File: config.mk
export PLATFORM = sky130hd
export DESIGN_NAME = ram_access_sequencer
export DESIGN_NICKNAME = d
export VERILOG_FILES = /design/src/rtl/cache_mem_pkg.sv /design/src/rtl/ram_access_sequencer.sv
export SDC_FILE = /design/constraint.sdc
export NUM_CORES = 1
export LEC_CHECK = 0
export ABC_AREA = 1
export CAP_MARGIN = 40
export CORE_MARGIN = 4
export CORE_UTILIZATION = 40
export DETAILED_ROUTE_END_ITERATION = 8
export PLACE_DENSITY = 0.78
export SETUP_SLACK_MARGIN = 0.5
export SYNTH_ARGS = -nofsm -noshare
export SYNTH_HDL_FRONTEND = slang
export SYNTH_SLANG_ARGS = --single-unit
File: constraint.sdc
create_clock -name clk -period 3.8 [get_ports clk]
set_clock_uncertainty 0.15 [all_clocks]
set_input_delay 0.76 -clock clk [delete_from_list [all_inputs] [get_ports clk]]
set_output_delay 0.76 -clock clk [all_outputs]
set_load 0.03 [all_outputs]
File: src/rtl/cache_mem_pkg.sv
// Shared definitions for the cache memory access path.
//   state_e          : access sequencer mode (CLEAR sweep / RUN service)
//   RAM_READ_LATENCY : cycles from RAM port sample to valid dout
//   RSP_LATENCY      : cycles from request acceptance to rsp_rdata capture
package cache_mem_pkg;

  typedef enum logic {
    CLEAR = 1'b0,
    RUN   = 1'b1
  } state_e;

  localparam int unsigned RAM_READ_LATENCY = 1;
  localparam int unsigned RSP_LATENCY      = RAM_READ_LATENCY + 1;

endpackage

File: src/rtl/ram_access_sequencer.sv
// Initiator for a single-port, read-first RAM with a 1-cycle registered dout.
// Accepts valid/ready client requests, drives the registered RAM port and
// returns the pre-access word of every request with a fixed 2-cycle latency.
// After reset, or on clear_start, it sweeps CLEAR_VALUE into every location.
//
// Ports:
//   clk, rst                      clock, synchronous active-high reset
//   req_valid/req_ready           request handshake (ready is combinational)
//   req_we/req_addr/req_wdata     request: write enable, address, write data
//   rsp_valid/rsp_rdata           one-cycle response pulse, read-first data
//   clear_start/clear_busy        start clear sweep / sweep in progress
//   ram_addr/ram_we/ram_din       registered RAM port outputs
//   ram_dout                      RAM read data
module ram_access_sequencer
  import cache_mem_pkg::*;
#(
  parameter int unsigned          SIZE          = 4096,
  parameter int unsigned          ADDRESS_SPACE = 12,
  parameter int unsigned          DATA_SIZE     = 32,
  parameter logic [DATA_SIZE-1:0] CLEAR_VALUE   = '0
) (
  input  logic                     clk,
  input  logic                     rst,
  input  logic                     req_valid,
  output logic                     req_ready,
  input  logic                     req_we,
  input  logic [ADDRESS_SPACE-1:0] req_addr,
  input  logic [DATA_SIZE-1:0]     req_wdata,
  output logic                     rsp_valid,
  output logic [DATA_SIZE-1:0]     rsp_rdata,
  input  logic                     clear_start,
  output logic                     clear_busy,
  output logic [ADDRESS_SPACE-1:0] ram_addr,
  output logic                     ram_we,
  output logic [DATA_SIZE-1:0]     ram_din,
  input  logic [DATA_SIZE-1:0]     ram_dout
);

  localparam logic [ADDRESS_SPACE-1:0] LastAddr = ADDRESS_SPACE'(SIZE - 1);

  state_e                   state_q, state_d;
  logic [ADDRESS_SPACE-1:0] cnt_q, cnt_d;
  logic [ADDRESS_SPACE-1:0] ram_addr_q, ram_addr_d;
  logic                     ram_we_q, ram_we_d;
  logic [DATA_SIZE-1:0]     ram_din_q, ram_din_d;
  logic [RSP_LATENCY-1:0]   pipe_q, pipe_d;
  logic                     rsp_valid_q, rsp_valid_d;
  logic [DATA_SIZE-1:0]     rsp_rdata_q, rsp_rdata_d;
  logic                     accept;

  // clear_start takes priority over any request presented in the same cycle.
  assign req_ready  = (state_q == RUN) && !clear_start;
  assign clear_busy = (state_q == CLEAR);

  always_comb begin
    state_d    = state_q;
    cnt_d      = cnt_q;
    ram_addr_d = ram_addr_q;
    ram_din_d  = ram_din_q;
    ram_we_d   = 1'b0;
    accept     = 1'b0;
    unique case (state_q)
      CLEAR: begin
        ram_we_d   = 1'b1;
        ram_addr_d = cnt_q;
        ram_din_d  = CLEAR_VALUE;
        if (cnt_q == LastAddr) begin
          state_d = RUN;
          cnt_d   = '0;
        end else begin
          cnt_d = cnt_q + 1'b1;
        end
      end
      RUN: begin
        if (clear_start) begin
          state_d = CLEAR;
          cnt_d   = '0;
        end else if (req_valid) begin
          accept     = 1'b1;
          ram_we_d   = req_we;
          ram_addr_d = req_addr;
          if (req_we) begin
            ram_din_d = req_wdata;
          end
        end
      end
      default: state_d = CLEAR;
    endcase
  end

  // In-flight tracking: pipe_q[0] marks a request on the RAM port, the last
  // stage marks valid ram_dout; sweep writes never enter the pipe.
  always_comb begin
    pipe_d      = {pipe_q[RSP_LATENCY-2:0], accept};
    rsp_valid_d = pipe_q[RSP_LATENCY-1];
    rsp_rdata_d = pipe_q[RSP_LATENCY-1] ? ram_dout : rsp_rdata_q;
  end

  always_ff @(posedge clk) begin
    if (rst) begin
      state_q     <= CLEAR;
      cnt_q       <= '0;
      ram_addr_q  <= '0;
      ram_we_q    <= 1'b0;
      ram_din_q   <= '0;
      pipe_q      <= '0;
      rsp_valid_q <= 1'b0;
      rsp_rdata_q <= '0;
    end else begin
      state_q     <= state_d;
      cnt_q       <= cnt_d;
      ram_addr_q  <= ram_addr_d;
      ram_we_q    <= ram_we_d;
      ram_din_q   <= ram_din_d;
      pipe_q      <= pipe_d;
      rsp_valid_q <= rsp_valid_d;
      rsp_rdata_q <= rsp_rdata_d;
    end
  end

  assign ram_addr  = ram_addr_q;
  assign ram_we    = ram_we_q;
  assign ram_din   = ram_din_q;
  assign rsp_valid = rsp_valid_q;
  assign rsp_rdata = rsp_rdata_q;

endmodule
==> impl_results.md <==
- Sequential share of the synthesized area: 52.67%
- Pin count of the biggest net entering global routing: 35
- Ports: 161
- Max-slew headroom: 41.59%
- Post-synth cell types: 25
- Syn Inst Count: 476
- Die Width: 102.0 um
- Drt total wl: just over 10,000 um
- Hold Fails Final Rpt: 0
- Synth-to-layout area growth: 52.42%
- # rows: 34
- Die Y: between 100 and 150 um
- Clk sinks: 93
- Cell Int Power: 1.387 mW
- Vias in the first global route: 3,495
- Core area: 8678 um2
- First-pass GRT wire length: roughly 16,000 um
- Clock power frac: 37.2%
- Total track usage: 19.64%
- Cell Pwr Density: 328.8 nW/um2
- Nature of the critical path startpoint: input pin
- Ys Warns: 0
- Clk_lat worst skew: ~0.34 ns
- Post-route ant nets: 0
- DP Area: 5186 um2
- Syn nets: 558
- Root Buffer: clkbuf_8
- Critical path arrival: 2.25 ns
- Fill cells: a little under 800
- Net Sw Frac: 21.71%
- Final hold slack: 0.2640 ns
- CTS H-tree depth: 3
- DRC Markers: 0
- Fmax: 316.7 MHz
- R2R cell count: 4
- CP Max Fanout: 11
- CP endpoint kind: output port
- Die ar.: about 10,000 um2
- Detailed-route via count: 3,583
- Core Util, Final: 62.08%
- Synthesized flop and latch total: 93
- Period utilisation layout: 83.09%
- LEAKAGE: between 2 and 2.5 nW
- Sequential cell fraction of total power: a little under three fifths
- CTS tree: done
- # resized after CTS: 0
- # nets final: between 700 and 800
- Hold buffers post-CTS: 0
- Final setup fails: 0
- DP HPWL: 7364 um
- P_sw: 384.7 uW
- Design Area, Final: 5388 um2
- Type of the worst setup path: input pin to output port
- Syn Area/Cell: 7.426 um2
- Max-slew violation count: 0
- I/O Buffers: 160
- Crit path required time: 2.89 ns
- Post-Syn Area: 3535 um2
- Initial DRT Pass Iterations: 5
- Outcome: finished, final reports clean
- Setup bufs post-CTS: 0
- RSZ-0062 raised after global routing: false
- Setup TNS: 0 ns
- Max Cap Viol: 0
- CTS clock-pin slew for the worst setup and hold paths: 0.08 ns
- Antenna diode count: 0
- Initial DRC Count: 172
- Share of post-route cells with drive strength above 1: around 4.6%
- CTS Buf Count: 9
- GRT overflow: 0
- Fin crit period: 3.157 ns
- Clock buffer depth: 2
- Hold crit path type: flip-flop to flip-flop
- Initial antenna violation count: 0
- Combinational Power Share: under 10%
- Vias per cell: 4.855
- Hold path cells: 2
- Power Total: 1.772 mW
- GP Congestion: 0.8674
- Worst Tran Pin Value: between 0.8 and 0.9 ns
- Peak VDD IR: 209.2 uV
- DR WL/cell: 13.72 um
- Initial Util: 40.73%
## routing by layer
metal	global-route usage [%]	wire, um	up-vias
li1	-	-	1810
met1	23.88	4292	1617
met2	32.48	4626	142
met3	7.509	1056	14
met4	5.651	151	0
met5	0	0	-
## kinds of logic (layout without fill, tap and decap cells)
kind of cell               count (synthesis)  count (layout)  synth area share [%]
and+or+nand+nor                          242             242                 27.04
DFF                                       93              93                 52.67
AOI/OAI and AO/OA                         92              92                 13.49
buffers and inverters                     46             200                 5.947
xor gates and xnor gates                   2               2                0.4957
adders and majority gates                  1               1                0.3539
## path summary, 6_finish.rpt
path,slack (ns),to,startpoint
max reg2reg,1.85,ram_addr[1],state_q
min reg2reg,0.26,pipe_q[1],pipe_q[0]
max,0.64,req_ready,clear_start
min,0.26,pipe_q[1],pipe_q[0]
## sequential cells by signal, indices dropped and copies added, names as in the netlist
name and count:
ram_we 1, pipe_q 2, rsp_rdata 32, state_q 1, rsp_valid 1, cnt_q 12, ram_din 32, ram_addr 12
## final cells by class
cell class / count / area [um2] / area share (%)
clock buffers: 11 / 141.4 / 2.624
repair buffers: 164 / 1652 / 30.65
multi-input cells: 337 / 1463 / 27.15
flip-flops and latches: 93 / 1862 / 34.56
well taps: 108 / 135.1 / 2.508
inverters: 20 / 75.07 / 1.393
clock inverters: 5 / 60.06 / 1.115
## worst max-delay path, stage by stage
cell and delay [ns]:
clkdlybuf4s50_1 0.49, nor2_4 0.27, clkdlybuf4s50_1 0.72
## stage by stage
step	cells	setup WS, ns
4_1_cts	738	0.6334
6_report	738	0.6426
3_3_place_gp	721	0.6491
2_1_floorplan	476	1.855
5_1_grt	738	0.5837
3_5_place_dp	722	0.6351
## layout by cell type, fill, tap and decap left out, types with 2 or more instances in the layout
master / count
nor2_2: 3
a31oi_1: 9
xor2_1: 2
clkbuf_8: 10
o21ai_0: 66
inv_1: 18
or2_2: 2
clkinv_4: 2
nor2_4: 2
nand3_1: 11
dfxtp_1: 93
nand2_1: 71
clkdlybuf4s50_1: 160
a21oi_1: 15
buf_4: 3
inv_2: 2
nor2_1: 150
## cells in the mapped netlist
cell / instances / area (um2)
a21oi_1: 15 / 75.07
a22oi_1: 1 / 7.510
a31oi_1: 9 / 56.30
buf_1: 2 / 7.510
buf_2: 10 / 50.05
buf_4: 2 / 15.01
buf_6: 1 / 11.26
clkbuf_1: 10 / 37.54
clkbuf_8: 1 / 13.76
dfxtp_1: 93 / 1862
ha_1: 1 / 12.51
inv_1: 18 / 67.56
inv_2: 2 / 7.510
nand2_1: 71 / 266.5
nand2_2: 1 / 6.260
nand3_1: 11 / 55.05
nand4_1: 1 / 6.260
nor2_1: 150 / 563.0
nor2_2: 3 / 18.77
nor2_4: 2 / 22.52
nor3_1: 1 / 5.000
o21ai_0: 66 / 330.3
o21bai_1: 1 / 7.510
or2_2: 2 / 12.51
xor2_1: 2 / 17.52
## power groups by stage
stage          registers (mW)  clock network (mW)  logic [mW]
6_report                0.983               0.659       0.129
5_1_grt                 0.985               0.723       0.138
4_1_cts                 0.983               0.681       0.130
3_5_place_dp             1.01                   0       0.128
3_3_place_gp             1.01                   0       0.127
2_1_floorplan            1.01                   0      0.0299
Power figures use the tool's default switching activity.
